<file path="src/rtl/md_axil_master_if.sv">
// AXI4-Lite bus bundle between md_axil_master and the control-register slave.
interface md_axil_master_if #(
    parameter int unsigned ADDR_WIDTH = 9,
    parameter int unsigned DATA_WIDTH = 32
);
    logic                    awvalid;
    logic                    awready;
    logic [ADDR_WIDTH-1:0]   awaddr;
    logic [2:0]              awprot;
    logic                    wvalid;
    logic                    wready;
    logic [DATA_WIDTH-1:0]   wdata;
    logic [DATA_WIDTH/8-1:0] wstrb;
    logic                    bvalid;
    logic                    bready;
    logic [1:0]              bresp;
    logic                    arvalid;
    logic                    arready;
    logic [ADDR_WIDTH-1:0]   araddr;
    logic [2:0]              arprot;
    logic                    rvalid;
    logic                    rready;
    logic [DATA_WIDTH-1:0]   rdata;
    logic [1:0]              rresp;

    modport master (
        output awvalid, awaddr, awprot, wvalid, wdata, wstrb, bready,
        output arvalid, araddr, arprot, rready,
        input  awready, wready, bvalid, bresp, arready, rvalid, rdata, rresp
    );

    modport slave (
        input  awvalid, awaddr, awprot, wvalid, wdata, wstrb, bready,
        input  arvalid, araddr, arprot, rready,
        output awready, wready, bvalid, bresp, arready, rvalid, rdata, rresp
    );
endinterface

</file>
<file path="src/rtl/md_axil_master.sv">
// AXI4-Lite initiator: one register transaction per command, with optional masked polling.
// Define MD_AXIL_POLL_EN to compile in polling (GAP state, read counter, mask/match compare).
module md_axil_master #(
    parameter int unsigned AXIL_DATA_WIDTH = 32,
    parameter int unsigned AXIL_ADDR_WIDTH = 9,
    parameter int unsigned POLL_GAP        = 16,
    parameter int unsigned POLL_MAX        = 1024
) (
    input  logic                         ap_clk,
    input  logic                         ap_rst_n,
    input  logic                         cmd_valid,
    output logic                         cmd_ready,
    input  logic                         cmd_write,
    input  logic [AXIL_ADDR_WIDTH-1:0]   cmd_addr,
    input  logic [AXIL_DATA_WIDTH-1:0]   cmd_wdata,
    input  logic [AXIL_DATA_WIDTH/8-1:0] cmd_wstrb,
    input  logic                         cmd_poll,
    input  logic [AXIL_DATA_WIDTH-1:0]   cmd_mask,
    input  logic [AXIL_DATA_WIDTH-1:0]   cmd_match,
    output logic                         rsp_valid,
    input  logic                         rsp_ready,
    output logic [AXIL_DATA_WIDTH-1:0]   rsp_rdata,
    output logic [1:0]                   rsp_resp,
    output logic                         rsp_timeout,
    md_axil_master_if.master             m_axil
);

    typedef enum logic [2:0] {StIdle, StWr, StWb, StRa, StRd, StGap, StRsp} state_e;

    state_e state_q, state_d;
    logic cmd_ready_q, cmd_ready_d;
    logic awvalid_q, awvalid_d, wvalid_q, wvalid_d, bready_q, bready_d;
    logic arvalid_q, arvalid_d, rready_q, rready_d;
    logic rsp_valid_q, rsp_valid_d, rsp_timeout_q, rsp_timeout_d;
    logic [AXIL_ADDR_WIDTH-1:0]   addr_q, addr_d;
    logic [AXIL_DATA_WIDTH-1:0]   wdata_q, wdata_d, rsp_rdata_q, rsp_rdata_d;
    logic [AXIL_DATA_WIDTH/8-1:0] wstrb_q, wstrb_d;
    logic [1:0]                   rsp_resp_q, rsp_resp_d;

`ifdef MD_AXIL_POLL_EN
    localparam logic [15:0] PollMax   = 16'(POLL_MAX);
    localparam logic [15:0] PollGapM1 = 16'(POLL_GAP - 1);

    logic                       poll_q, poll_d;
    logic [AXIL_DATA_WIDTH-1:0] mask_q, mask_d, match_q, match_d;
    logic [15:0]                rd_cnt_q, rd_cnt_d, gap_cnt_q, gap_cnt_d;
    logic [15:0]                rd_cnt_inc;
    logic                       poll_hit;

    assign rd_cnt_inc = rd_cnt_q + 16'd1;
    assign poll_hit   = (m_axil.rdata & mask_q) == match_q;
`else
    logic unused_poll;
    assign unused_poll = ^{cmd_poll, cmd_mask, cmd_match};
`endif

    always_comb begin
        state_d       = state_q;
        cmd_ready_d   = cmd_ready_q;
        awvalid_d     = awvalid_q;
        wvalid_d      = wvalid_q;
        bready_d      = bready_q;
        arvalid_d     = arvalid_q;
        rready_d      = rready_q;
        rsp_valid_d   = rsp_valid_q;
        rsp_timeout_d = rsp_timeout_q;
        addr_d        = addr_q;
        wdata_d       = wdata_q;
        wstrb_d       = wstrb_q;
        rsp_rdata_d   = rsp_rdata_q;
        rsp_resp_d    = rsp_resp_q;
`ifdef MD_AXIL_POLL_EN
        poll_d        = poll_q;
        mask_d        = mask_q;
        match_d       = match_q;
        rd_cnt_d      = rd_cnt_q;
        gap_cnt_d     = gap_cnt_q;
`endif
        unique case (state_q)
            StIdle: begin
                cmd_ready_d = 1'b1;
                if (cmd_valid && cmd_ready_q) begin
                    cmd_ready_d = 1'b0;
                    addr_d      = {cmd_addr[AXIL_ADDR_WIDTH-1:2], 2'b00};
                    wdata_d     = cmd_wdata;
                    wstrb_d     = cmd_wstrb;
`ifdef MD_AXIL_POLL_EN
                    poll_d      = cmd_poll & ~cmd_write;
                    mask_d      = cmd_mask;
                    match_d     = cmd_match;
                    rd_cnt_d    = '0;
`endif
                    if (cmd_write) begin
                        state_d   = StWr;
                        awvalid_d = 1'b1;
                        wvalid_d  = 1'b1;
                    end else begin
                        state_d   = StRa;
                        arvalid_d = 1'b1;
                    end
                end
            end
            StWr: begin
                if (m_axil.awready) awvalid_d = 1'b0;
                if (m_axil.wready)  wvalid_d  = 1'b0;
                // A channel whose valid is already low has completed earlier.
                if ((!awvalid_q || m_axil.awready) && (!wvalid_q || m_axil.wready)) begin
                    state_d  = StWb;
                    bready_d = 1'b1;
                end
            end
            StWb: begin
                if (m_axil.bvalid && bready_q) begin
                    bready_d      = 1'b0;
                    rsp_rdata_d   = '0;
                    rsp_resp_d    = m_axil.bresp;
                    rsp_timeout_d = 1'b0;
                    rsp_valid_d   = 1'b1;
                    state_d       = StRsp;
                end
            end
            StRa: begin
                if (m_axil.arready) begin
                    arvalid_d = 1'b0;
                    rready_d  = 1'b1;
                    state_d   = StRd;
                end
            end
            StRd: begin
                if (m_axil.rvalid && rready_q) begin
                    rready_d      = 1'b0;
                    rsp_rdata_d   = m_axil.rdata;
                    rsp_resp_d    = m_axil.rresp;
                    rsp_timeout_d = 1'b0;
`ifdef MD_AXIL_POLL_EN
                    rd_cnt_d = rd_cnt_inc;
                    if (!poll_q || poll_hit || (m_axil.rresp != 2'b00) ||
                        (rd_cnt_inc == PollMax)) begin
                        state_d       = StRsp;
                        rsp_valid_d   = 1'b1;
                        // Only the exhausted-count exit leaves no match and an OKAY response.
                        rsp_timeout_d = poll_q && !poll_hit && (m_axil.rresp == 2'b00);
                    end else begin
                        state_d   = StGap;
                        gap_cnt_d = PollGapM1;
                    end
`else
                    state_d     = StRsp;
                    rsp_valid_d = 1'b1;
`endif
                end
            end
`ifdef MD_AXIL_POLL_EN
            StGap: begin
                if (gap_cnt_q == '0) begin
                    arvalid_d = 1'b1;
                    state_d   = StRa;
                end else begin
                    gap_cnt_d = gap_cnt_q - 16'd1;
                end
            end
`endif
            StRsp: begin
                if (rsp_ready) begin
                    rsp_valid_d = 1'b0;
                    cmd_ready_d = 1'b1;
                    state_d     = StIdle;
                end
            end
            default: state_d = StIdle;
        endcase
    end

    always_ff @(posedge ap_clk or negedge ap_rst_n) begin
        if (!ap_rst_n) begin
            state_q       <= StIdle;
            cmd_ready_q   <= 1'b0;
            awvalid_q     <= 1'b0;
            wvalid_q      <= 1'b0;
            bready_q      <= 1'b0;
            arvalid_q     <= 1'b0;
            rready_q      <= 1'b0;
            rsp_valid_q   <= 1'b0;
            rsp_timeout_q <= 1'b0;
            addr_q        <= '0;
            wdata_q       <= '0;
            wstrb_q       <= '0;
            rsp_rdata_q   <= '0;
            rsp_resp_q    <= 2'b00;
`ifdef MD_AXIL_POLL_EN
            poll_q        <= 1'b0;
            mask_q        <= '0;
            match_q       <= '0;
            rd_cnt_q      <= '0;
            gap_cnt_q     <= '0;
`endif
        end else begin
            state_q       <= state_d;
            cmd_ready_q   <= cmd_ready_d;
            awvalid_q     <= awvalid_d;
            wvalid_q      <= wvalid_d;
            bready_q      <= bready_d;
            arvalid_q     <= arvalid_d;
            rready_q      <= rready_d;
            rsp_valid_q   <= rsp_valid_d;
            rsp_timeout_q <= rsp_timeout_d;
            addr_q        <= addr_d;
            wdata_q       <= wdata_d;
            wstrb_q       <= wstrb_d;
            rsp_rdata_q   <= rsp_rdata_d;
            rsp_resp_q    <= rsp_resp_d;
`ifdef MD_AXIL_POLL_EN
            poll_q        <= poll_d;
            mask_q        <= mask_d;
            match_q       <= match_d;
            rd_cnt_q      <= rd_cnt_d;
            gap_cnt_q     <= gap_cnt_d;
`endif
        end
    end

    assign cmd_ready      = cmd_ready_q;
    assign rsp_valid      = rsp_valid_q;
    assign rsp_rdata      = rsp_rdata_q;
    assign rsp_resp       = rsp_resp_q;
    assign rsp_timeout    = rsp_timeout_q;
    assign m_axil.awvalid = awvalid_q;
    assign m_axil.awaddr  = addr_q;
    assign m_axil.awprot  = 3'b000;
    assign m_axil.wvalid  = wvalid_q;
    assign m_axil.wdata   = wdata_q;
    assign m_axil.wstrb   = wstrb_q;
    assign m_axil.bready  = bready_q;
    assign m_axil.arvalid = arvalid_q;
    assign m_axil.araddr  = addr_q;
    assign m_axil.arprot  = 3'b000;
    assign m_axil.rready  = rready_q;

endmodule

</file>
<file path="src/flat_wrapper.sv">
// flat-port wrapper written by rule: the top's interface ports become plain ports
module md_axil_master_flat 
#(
    parameter int unsigned AXIL_DATA_WIDTH = 32,
    parameter int unsigned AXIL_ADDR_WIDTH = 9,
    parameter int unsigned POLL_GAP        = 16,
    parameter int unsigned POLL_MAX        = 1024
)
  (ap_clk, ap_rst_n, cmd_valid, cmd_ready, cmd_write, cmd_addr, cmd_wdata, cmd_wstrb, cmd_poll, cmd_mask, cmd_match, rsp_valid, rsp_ready, rsp_rdata, rsp_resp, rsp_timeout, m_axil_awvalid, m_axil_awaddr, m_axil_awprot, m_axil_wvalid, m_axil_wdata, m_axil_wstrb, m_axil_bready, m_axil_arvalid, m_axil_araddr, m_axil_arprot, m_axil_rready, m_axil_awready, m_axil_wready, m_axil_bvalid, m_axil_bresp, m_axil_arready, m_axil_rvalid, m_axil_rdata, m_axil_rresp);
  md_axil_master_if #(.ADDR_WIDTH(9), .DATA_WIDTH(32)) m_axil_i ();
  input  logic ap_clk;
  input  logic ap_rst_n;
  input  logic cmd_valid;
  output logic cmd_ready;
  input  logic cmd_write;
  input  logic [AXIL_ADDR_WIDTH-1:0] cmd_addr;
  input  logic [AXIL_DATA_WIDTH-1:0] cmd_wdata;
  input  logic [AXIL_DATA_WIDTH/8-1:0] cmd_wstrb;
  input  logic cmd_poll;
  input  logic [AXIL_DATA_WIDTH-1:0] cmd_mask;
  input  logic [AXIL_DATA_WIDTH-1:0] cmd_match;
  output logic rsp_valid;
  input  logic rsp_ready;
  output logic [AXIL_DATA_WIDTH-1:0] rsp_rdata;
  output logic [1:0] rsp_resp;
  output logic rsp_timeout;
  output wire logic [$bits(m_axil_i.awvalid)-1:0] m_axil_awvalid;
  output wire logic [$bits(m_axil_i.awaddr)-1:0] m_axil_awaddr;
  output wire logic [$bits(m_axil_i.awprot)-1:0] m_axil_awprot;
  output wire logic [$bits(m_axil_i.wvalid)-1:0] m_axil_wvalid;
  output wire logic [$bits(m_axil_i.wdata)-1:0] m_axil_wdata;
  output wire logic [$bits(m_axil_i.wstrb)-1:0] m_axil_wstrb;
  output wire logic [$bits(m_axil_i.bready)-1:0] m_axil_bready;
  output wire logic [$bits(m_axil_i.arvalid)-1:0] m_axil_arvalid;
  output wire logic [$bits(m_axil_i.araddr)-1:0] m_axil_araddr;
  output wire logic [$bits(m_axil_i.arprot)-1:0] m_axil_arprot;
  output wire logic [$bits(m_axil_i.rready)-1:0] m_axil_rready;
  input wire logic [$bits(m_axil_i.awready)-1:0] m_axil_awready;
  input wire logic [$bits(m_axil_i.wready)-1:0] m_axil_wready;
  input wire logic [$bits(m_axil_i.bvalid)-1:0] m_axil_bvalid;
  input wire logic [$bits(m_axil_i.bresp)-1:0] m_axil_bresp;
  input wire logic [$bits(m_axil_i.arready)-1:0] m_axil_arready;
  input wire logic [$bits(m_axil_i.rvalid)-1:0] m_axil_rvalid;
  input wire logic [$bits(m_axil_i.rdata)-1:0] m_axil_rdata;
  input wire logic [$bits(m_axil_i.rresp)-1:0] m_axil_rresp;
  assign m_axil_awvalid = m_axil_i.awvalid;
  assign m_axil_awaddr = m_axil_i.awaddr;
  assign m_axil_awprot = m_axil_i.awprot;
  assign m_axil_wvalid = m_axil_i.wvalid;
  assign m_axil_wdata = m_axil_i.wdata;
  assign m_axil_wstrb = m_axil_i.wstrb;
  assign m_axil_bready = m_axil_i.bready;
  assign m_axil_arvalid = m_axil_i.arvalid;
  assign m_axil_araddr = m_axil_i.araddr;
  assign m_axil_arprot = m_axil_i.arprot;
  assign m_axil_rready = m_axil_i.rready;
  assign m_axil_i.awready = m_axil_awready;
  assign m_axil_i.wready = m_axil_wready;
  assign m_axil_i.bvalid = m_axil_bvalid;
  assign m_axil_i.bresp = m_axil_bresp;
  assign m_axil_i.arready = m_axil_arready;
  assign m_axil_i.rvalid = m_axil_rvalid;
  assign m_axil_i.rdata = m_axil_rdata;
  assign m_axil_i.rresp = m_axil_rresp;
  md_axil_master #(.AXIL_DATA_WIDTH(AXIL_DATA_WIDTH), .AXIL_ADDR_WIDTH(AXIL_ADDR_WIDTH), .POLL_GAP(POLL_GAP), .POLL_MAX(POLL_MAX)) u_core (.ap_clk(ap_clk), .ap_rst_n(ap_rst_n), .cmd_valid(cmd_valid), .cmd_ready(cmd_ready), .cmd_write(cmd_write), .cmd_addr(cmd_addr), .cmd_wdata(cmd_wdata), .cmd_wstrb(cmd_wstrb), .cmd_poll(cmd_poll), .cmd_mask(cmd_mask), .cmd_match(cmd_match), .rsp_valid(rsp_valid), .rsp_ready(rsp_ready), .rsp_rdata(rsp_rdata), .rsp_resp(rsp_resp), .rsp_timeout(rsp_timeout), .m_axil(m_axil_i));
endmodule
</file>
<file path="config.mk">
export PLATFORM = sky130hd
export DESIGN_NAME = md_axil_master_flat
export DESIGN_NICKNAME = d
export VERILOG_FILES = /design/src/rtl/md_axil_master_if.sv /design/src/rtl/md_axil_master.sv /design/src/flat_wrapper.sv
export SDC_FILE = /design/constraint.sdc
export NUM_CORES = 1
export LEC_CHECK = 0
export BUFFER_PORTS_ARGS = -buffer_cell sky130_fd_sc_hd__buf_4
export CAP_MARGIN = 10
export CORE_MARGIN = 2
export CORE_UTILIZATION = 30
export CTS_CLUSTER_SIZE = 20
export DETAILED_ROUTE_END_ITERATION = 8
export SLEW_MARGIN = 20
export SYNTH_ARGS = -nofsm -noshare
export SYNTH_HDL_FRONTEND = slang
export SYNTH_SLANG_ARGS = --single-unit
</file>
<file path="constraint.sdc">
create_clock -name ap_clk -period 2.67 [get_ports ap_clk]
set_input_delay 0.4005 -clock ap_clk [delete_from_list [all_inputs] [get_ports ap_clk]]
set_output_delay 0.4005 -clock ap_clk [all_outputs]
set_load 0.05 [all_outputs]
</file>
## Yosys cells after proc, flatten, opt, wreduce, memory -nomap -nowiden

Cells that the tools add are included.

- Flip-flop bits (word level): 88
- Input port bits: 156
- Output and inout bits: 102
- Logic and storage cells: 93

- Eq/ne operators: 15
- Mux-type cells: 38
- Reductions and logical operators: 26

Operator list:

| operator | number |
|---|---|
| 32-bit two-way mux | 2 |
| 32-bit case mux with 2 select lines | 1 |
| 3-bit two-way mux | 6 |
| 3-bit case mux with 6 select lines | 1 |
| 1-bit two-way mux | 16 |
| 4-bit AND reduction | 4 |
| 1-bit case mux with 2 select lines | 7 |
| 2-bit inequality test, second input constant | 6 |
| 2-bit nonzero test | 6 |
| 3-bit AND reduction | 3 |
| 2-bit by 1-bit inequality test with 1-bit output, second input constant | 4 |
| 3-bit by 2-bit == test with 1-bit output, second input constant | 2 |
| 3-bit == test, second input constant | 2 |
| 2-bit two-way mux | 3 |
| 6-bit AND reduction | 1 |
| 1-bit logical AND | 4 |
| 2-bit case mux with 2 select lines | 1 |
| 2-bit AND reduction | 2 |
| 3-bit by 1-bit == test with 1-bit output, second input constant | 1 |
| 3-bit logical NOT | 1 |
| 1-bit case mux with 3 select lines | 1 |
| 3-bit nonzero test | 1 |
| 1-bit logical NOT | 2 |
| 1-bit logical OR | 2 |

## Depth between registers and ports, before layout

- Word-level depth: 5
- Gate-level depth with buffers: 6
- Mapped depth without buffers: 4

## Least setup slack after synthesis

OpenSTA, ideal clock, no wires.

- Path kind: register to register
- Start point: register u_core.cmd_ready_q (netlist: u_core.cmd_ready)
- End point: register u_core.addr_q[2] (netlist: u_core.m_axil.araddr[2])
- Library setup time: 125 ps
- Arrival: 1651 ps
- Required time: 2545 ps
- Path slack: 894 ps
- Cell stages (with the launch flop): 6
- Path buffers: 2
- Clock period less this slack: 1776 ps
- Path through: dfrtp_1 nand2_1 nor4_2 buf_4 buf_6 mux2_2

- Longest elaborated chain between the ends: 2

Ends and longest elaborated chain:

| element | RTL line | text |
|---|---|---|
| start: declaration | md_axil_master.sv:31 | `logic cmd_ready_q, cmd_ready_d;` |
| start signal: assignment | md_axil_master.sv:199 | `cmd_ready_q <= cmd_ready_d;` |
| 1-bit logical AND | md_axil_master.sv:82 | `if (cmd_valid && cmd_ready_q) begin` |
| 2-bit AND reduction (no source line) | -- |  |
| end signal: assignment | md_axil_master.sv:207 | `addr_q <= addr_d;` |
| end: declaration | md_axil_master.sv:35 | `logic [AXIL_ADDR_WIDTH-1:0] addr_q, addr_d;` |

No other way between the ends.
A chain may end at the register's enable or synchronous reset.

## Final worst setup path

- Start point: register u_core.state_q[1]
- End point: register u_core.rsp_rdata_q[3] (netlist: u_core.rsp_rdata[3])

- Longest elaborated chain between the ends: 3
- Elaborated cells on any way between the ends: 7
- Classes of those cells: 4 x eq/ne; 1 x mux; 2 x reduce/logical

Ends and longest elaborated chain:

| element | RTL line | text |
|---|---|---|
| start: declaration | md_axil_master.sv:30 | `state_e state_q, state_d;` |
| start signal: assignment | md_axil_master.sv:176 | `state_q <= StIdle;` |
| start signal: assignment | md_axil_master.sv:198 | `state_q <= state_d;` |
| 3-bit == test / 3-bit by 2-bit == test with 1-bit output (equally long branches) | md_axil_master.sv:79 | `unique case (state_q)` |
| 2-bit by 1-bit inequality test with 1-bit output (no source line) / 2-bit nonzero test (equally long branches) | -- |  |
| 3-bit AND reduction (no source line) | -- |  |
| end signal: assignment | md_axil_master.sv:210 | `rsp_rdata_q <= rsp_rdata_d;` |
| end: declaration | md_axil_master.sv:36 | `logic [AXIL_DATA_WIDTH-1:0] wdata_q, wdata_d, rsp_rdata_q, rsp_rdata_d;` |

Parallel ways exist; a longest one is shown, timed or not.

==> Flow_metrics.wiki <==
{| class="wikitable"
! Metric !! Value
|-
| Status || complete, no violations
|-
| Number of clock sinks seen by CTS || 87
|-
| Number of standard-cell rows in the floorplan || 39
|-
| Share of the clock period used by the worst path || 76.2%
|-
| Total Routed Length || around 8400 um
|-
| Clock slew at reported path FFs || 0.06 ns
|-
| Power share of the sequential group || around 30%
|-
| Part of the Yosys area used for sequential elements || around 61%
|-
| Req. time, crit path || 2.94 ns
|-
| Final-report hold violation count || 0
|-
| Clock Root Buffer || sky130_fd_sc_hd__clkbuf_16
|-
| First DRT Iteration DRCs || 77
|-
| Fmax achieved || about 0.49 GHz
|-
| Proportion of netlist area held by the largest area contributor || 61.4%
|-
| Top-count cell post-synth || sky130_fd_sc_hd__dfrtp_1
|-
| VDD IR max || roughly 850 uV
|-
| Fraction of layout cells with a size suffix above 1 || between 50% and 60%
|-
| Final GP Congestion || approximately 0.74
|-
| Clock tree from TritonCTS || built
|-
| Crit path time final || 2.03 ns
|-
| Longest Clk Path Bufs || 2
|-
| Startpoint type of the worst setup path || flop
|-
| Antenna fix cells || 0
|-
| CTS Hold Buffers Added || 0
|-
| Die width || 113 um
|-
| Buffers inserted during post-CTS setup optimization || 0
|-
| Clock power share || about a fifth
|-
| Final setup violation count || 0
|-
| Detailed placement HPWL || 6100 um
|-
| Arr. time, crit path || 2.31 ns
|-
| Pin count of the biggest net entering global routing || 50
|-
| Clock latency on the worst-skew pair || between 0.3 and 0.4 ns
|-
| Syn. warnings || 0
|-
| Standby leakage power || approximately 2.6 nW
|-
| DRT Pass-1 Iters || 4
|-
| Setup tns final || 0 ns
|-
| Drc violations || 0
|-
| Pwr Density || 1330 mW/mm2
|-
| Wire length of the first global-routing pass || 13400 um
|-
| Actual transition at the worst max-transition pin || 0.570 ns
|-
| Post-synthesis sequential element count || 87
|-
| Total routing usage reported by global routing || 13.5%
|-
| Die ar. || 0.0127 mm2
|-
| Total congestion overflow || 0
|-
| Commonest register cell after synthesis || sky130_fd_sc_hd__dfrtp_1
|-
| Post-route antenna net violation count || 0
|-
| Max-slew violations || 0
|-
| Initial antenna violation count || 0
|-
| Maximum Capacitance Violations || 0
|-
| Family with the most delay on the worst path || flip-flops
|-
| I/O pin total || roughly 260
|-
| Floorplan core area || 0.0115 mm2
|-
| Number of clock buffers inserted by TritonCTS || 9
|-
| Biggest area consumer among synthesized cells || sky130_fd_sc_hd__dfrtp_1
|-
| Asr flop ratio synth || 100%
|-
| Switching Power || 3.23 mW
|-
| Initial Util || 30.9%
|-
| Ordered cell list for the critical path || nor2b_1, a21oi_4, o21ai_2, buf_4, a22o_1
|-
| RSZ-0062 raised after global routing || false
|-
| Mapped cell area || 0.00354 mm2
|-
| EDFF count, synth || 0
|-
| Synth-to-layout area growth || 48.7%
|-
| Cell-internal power || roughly 3.8 mW
|-
| Via count of the first global-routing pass || 2688
|-
| Critical path type || flop to flop
|-
| Final Util || 45.9%
|-
| Kind of capture point of the worst setup path || flop
|-
| Post-Synthesis Cells || 257
|-
| Mean instance size in the synthesized netlist || 13.8 um2
|-
| Largest fanout on the critical path || 23
|-
| Combinational cell fraction of total power || 51.2%
|-
| List of most frequent post-synthesis cells || sky130_fd_sc_hd__dfrtp_1 (87), sky130_fd_sc_hd__mux2_2 (43), sky130_fd_sc_hd__a22o_1 (35)
|-
| Slowest cell delay on critical path || ~0.62 ns
|-
| Sw Ratio || 45.9%
|-
| DIE HEIGHT || 113 um
|-
| Worst path bufs/invs || 1
|-
| Wire per inst || approximately 14 um
|-
| Worst hold path class || input pin to asynchronous set/reset pin
|-
| Worst slew slack as a fraction of its limit || 62.0%
|-
| Routed via count || 2663
|-
| Via-to-Cell Ratio || 4.62
|-
| Slowest library cell on the worst path || sky130_fd_sc_hd__dfrtp_1
|-
| Total Nets Final || 585
|-
| Largest clock skew in the final design || 0.00645 ns
|-
| Depth of the CTS H-tree || 3
|-
| Port Buffer Count || 179
|-
| Unique cell type count in the Yosys netlist || 31
|-
| Post_cts resized || 0
|-
| Main area contributors after synthesis || sky130_fd_sc_hd__dfrtp_1 (61%), sky130_fd_sc_hd__mux2_2 (14%), sky130_fd_sc_hd__a22o_1 (8.7%)
|}
==> placed cells by master, fill, tap and decap left out, types with 3 or more instances in the layout <==
| cell type | n |
|---|---|
| sky130_fd_sc_hd__a22o_1 | 35 |
| sky130_fd_sc_hd__a31oi_1 | 3 |
| sky130_fd_sc_hd__a21oi_1 | 5 |
| sky130_fd_sc_hd__nor2_1 | 6 |
| sky130_fd_sc_hd__buf_4 | 182 |
| sky130_fd_sc_hd__nand3_1 | 3 |
| sky130_fd_sc_hd__clkbuf_16 | 9 |
| sky130_fd_sc_hd__mux2_1 | 4 |
| sky130_fd_sc_hd__o21ai_0 | 3 |
| sky130_fd_sc_hd__nand2_1 | 11 |
| sky130_fd_sc_hd__mux2_2 | 43 |
| sky130_fd_sc_hd__inv_1 | 5 |
| sky130_fd_sc_hd__dfrtp_1 | 87 |
| sky130_fd_sc_hd__conb_1 | 11 |
==> path summary, 6_finish.rpt <==
kind / cells after the start / slack, ns / endpoint / from
min in group ap_clk: 2 / 0.27 / u_core.m_axil.araddr[6] / cmd_addr[6]
max in group asynchronous: 2 / 1.98 / u_core.m_axil.wdata[8] / ap_rst_n
hold reg to reg: 1 / 0.50 / u_core.rsp_rdata[18] / u_core.rsp_rdata[18]
setup / recovery: 5 / 0.64 / u_core.rsp_rdata[3] / u_core.state_q[1]
setup reg to reg: 5 / 0.64 / u_core.rsp_rdata[3] / u_core.state_q[1]
hold / removal: 1 / 0.03 / u_core.m_axil.wdata[9] / ap_rst_n
==> routing by layer <==
layer / global-route usage, % / wire length [um] / part of all wire, %
met1: 16.6 / 3460 / 41
met2: 21.6 / 4130 / 49
met3: 4.32 / 595 / 7.1
met4: 6.18 / 175 / 2.1
met5: 0 / 0 / 0
==> worst reg2reg max path, delay by kind of cell (launching register included) <==
kind | cells | cell delay, ns
AO/OA/AOI/OAI | 3 | 0.55
buffers and inverters | 1 | 0.37
flip-flops | 1 | 0.62
AND/OR/NAND/NOR | 1 | 0.43
==> through the flow <==
| stage | cell area, um2 | std cells | power (mW) | setup slack, ns | hold slack [ns] |
|---|---|---|---|---|---|
| after floorplan | 3580 | 267 | 4.72 | 0.894 | 0.105 |
| after global placement | 4950 | 561 | 5.72 | 0.661 | 0.412 |
| after detailed placement | 4950 | 561 | 5.76 | 0.619 | 0.426 |
| after CTS | 5270 | 577 | 7.14 | 0.600 | 0.0416 |
| after global routing | 5270 | 577 | 7.38 | 0.413 | 0.0631 |
| final | 5270 | 577 | 7.03 | 0.636 | 0.0313 |
==> power groups by stage <==
stage	combinational, mW	sequential (mW)	clock (mW)
6_report	3.60	2.08	1.35
5_1_grt	3.77	2.16	1.45
4_1_cts	3.64	2.09	1.40
2_1_floorplan	1.20	3.51	0
3_5_place_dp	3.64	2.12	0
3_3_place_gp	3.62	2.10	0
==> registers in the layout, indices dropped and copies added, names as in the netlist <==
signal and count:
u_core.m_axil.awvalid 1, u_core.m_axil.arvalid 1, u_core.rsp_resp 2, u_core.cmd_ready 1, u_core.m_axil.wstrb 4, u_core.m_axil.araddr 7
u_core.rsp_rdata 32, u_core.rsp_valid 1, u_core.m_axil.wvalid 1, u_core.m_axil.bready 1, u_core.state_q 3, u_core.m_axil.rready 1
u_core.m_axil.wdata 32
==> logic make-up (layout without fill, tap and decap cells) <==
kind of cell / after synthesis / after routing / synth area share [%]
compound gates: 57 / 57 / 13.0
buf+inv: 39 / 206 / 7.13
flops: 87 / 87 / 61.4
mux: 47 / 47 / 14.9
other cells: 1 / 11 / 0.106
simple gates: 26 / 26 / 3.35
==> area by class of cell <==
class | count | area [um2]
Clock buffer | 10 | 229
Clock inverter | 6 | 92.6
Fill cell | 1069 | 6200
Inverter | 6 | 22.5
Multi-Input combinational cell | 141 | 1160
Sequential cell | 87 | 2180
Tap cell | 143 | 179
Timing Repair Buffer | 184 | 1410
Power figures use the tool's default switching activity.
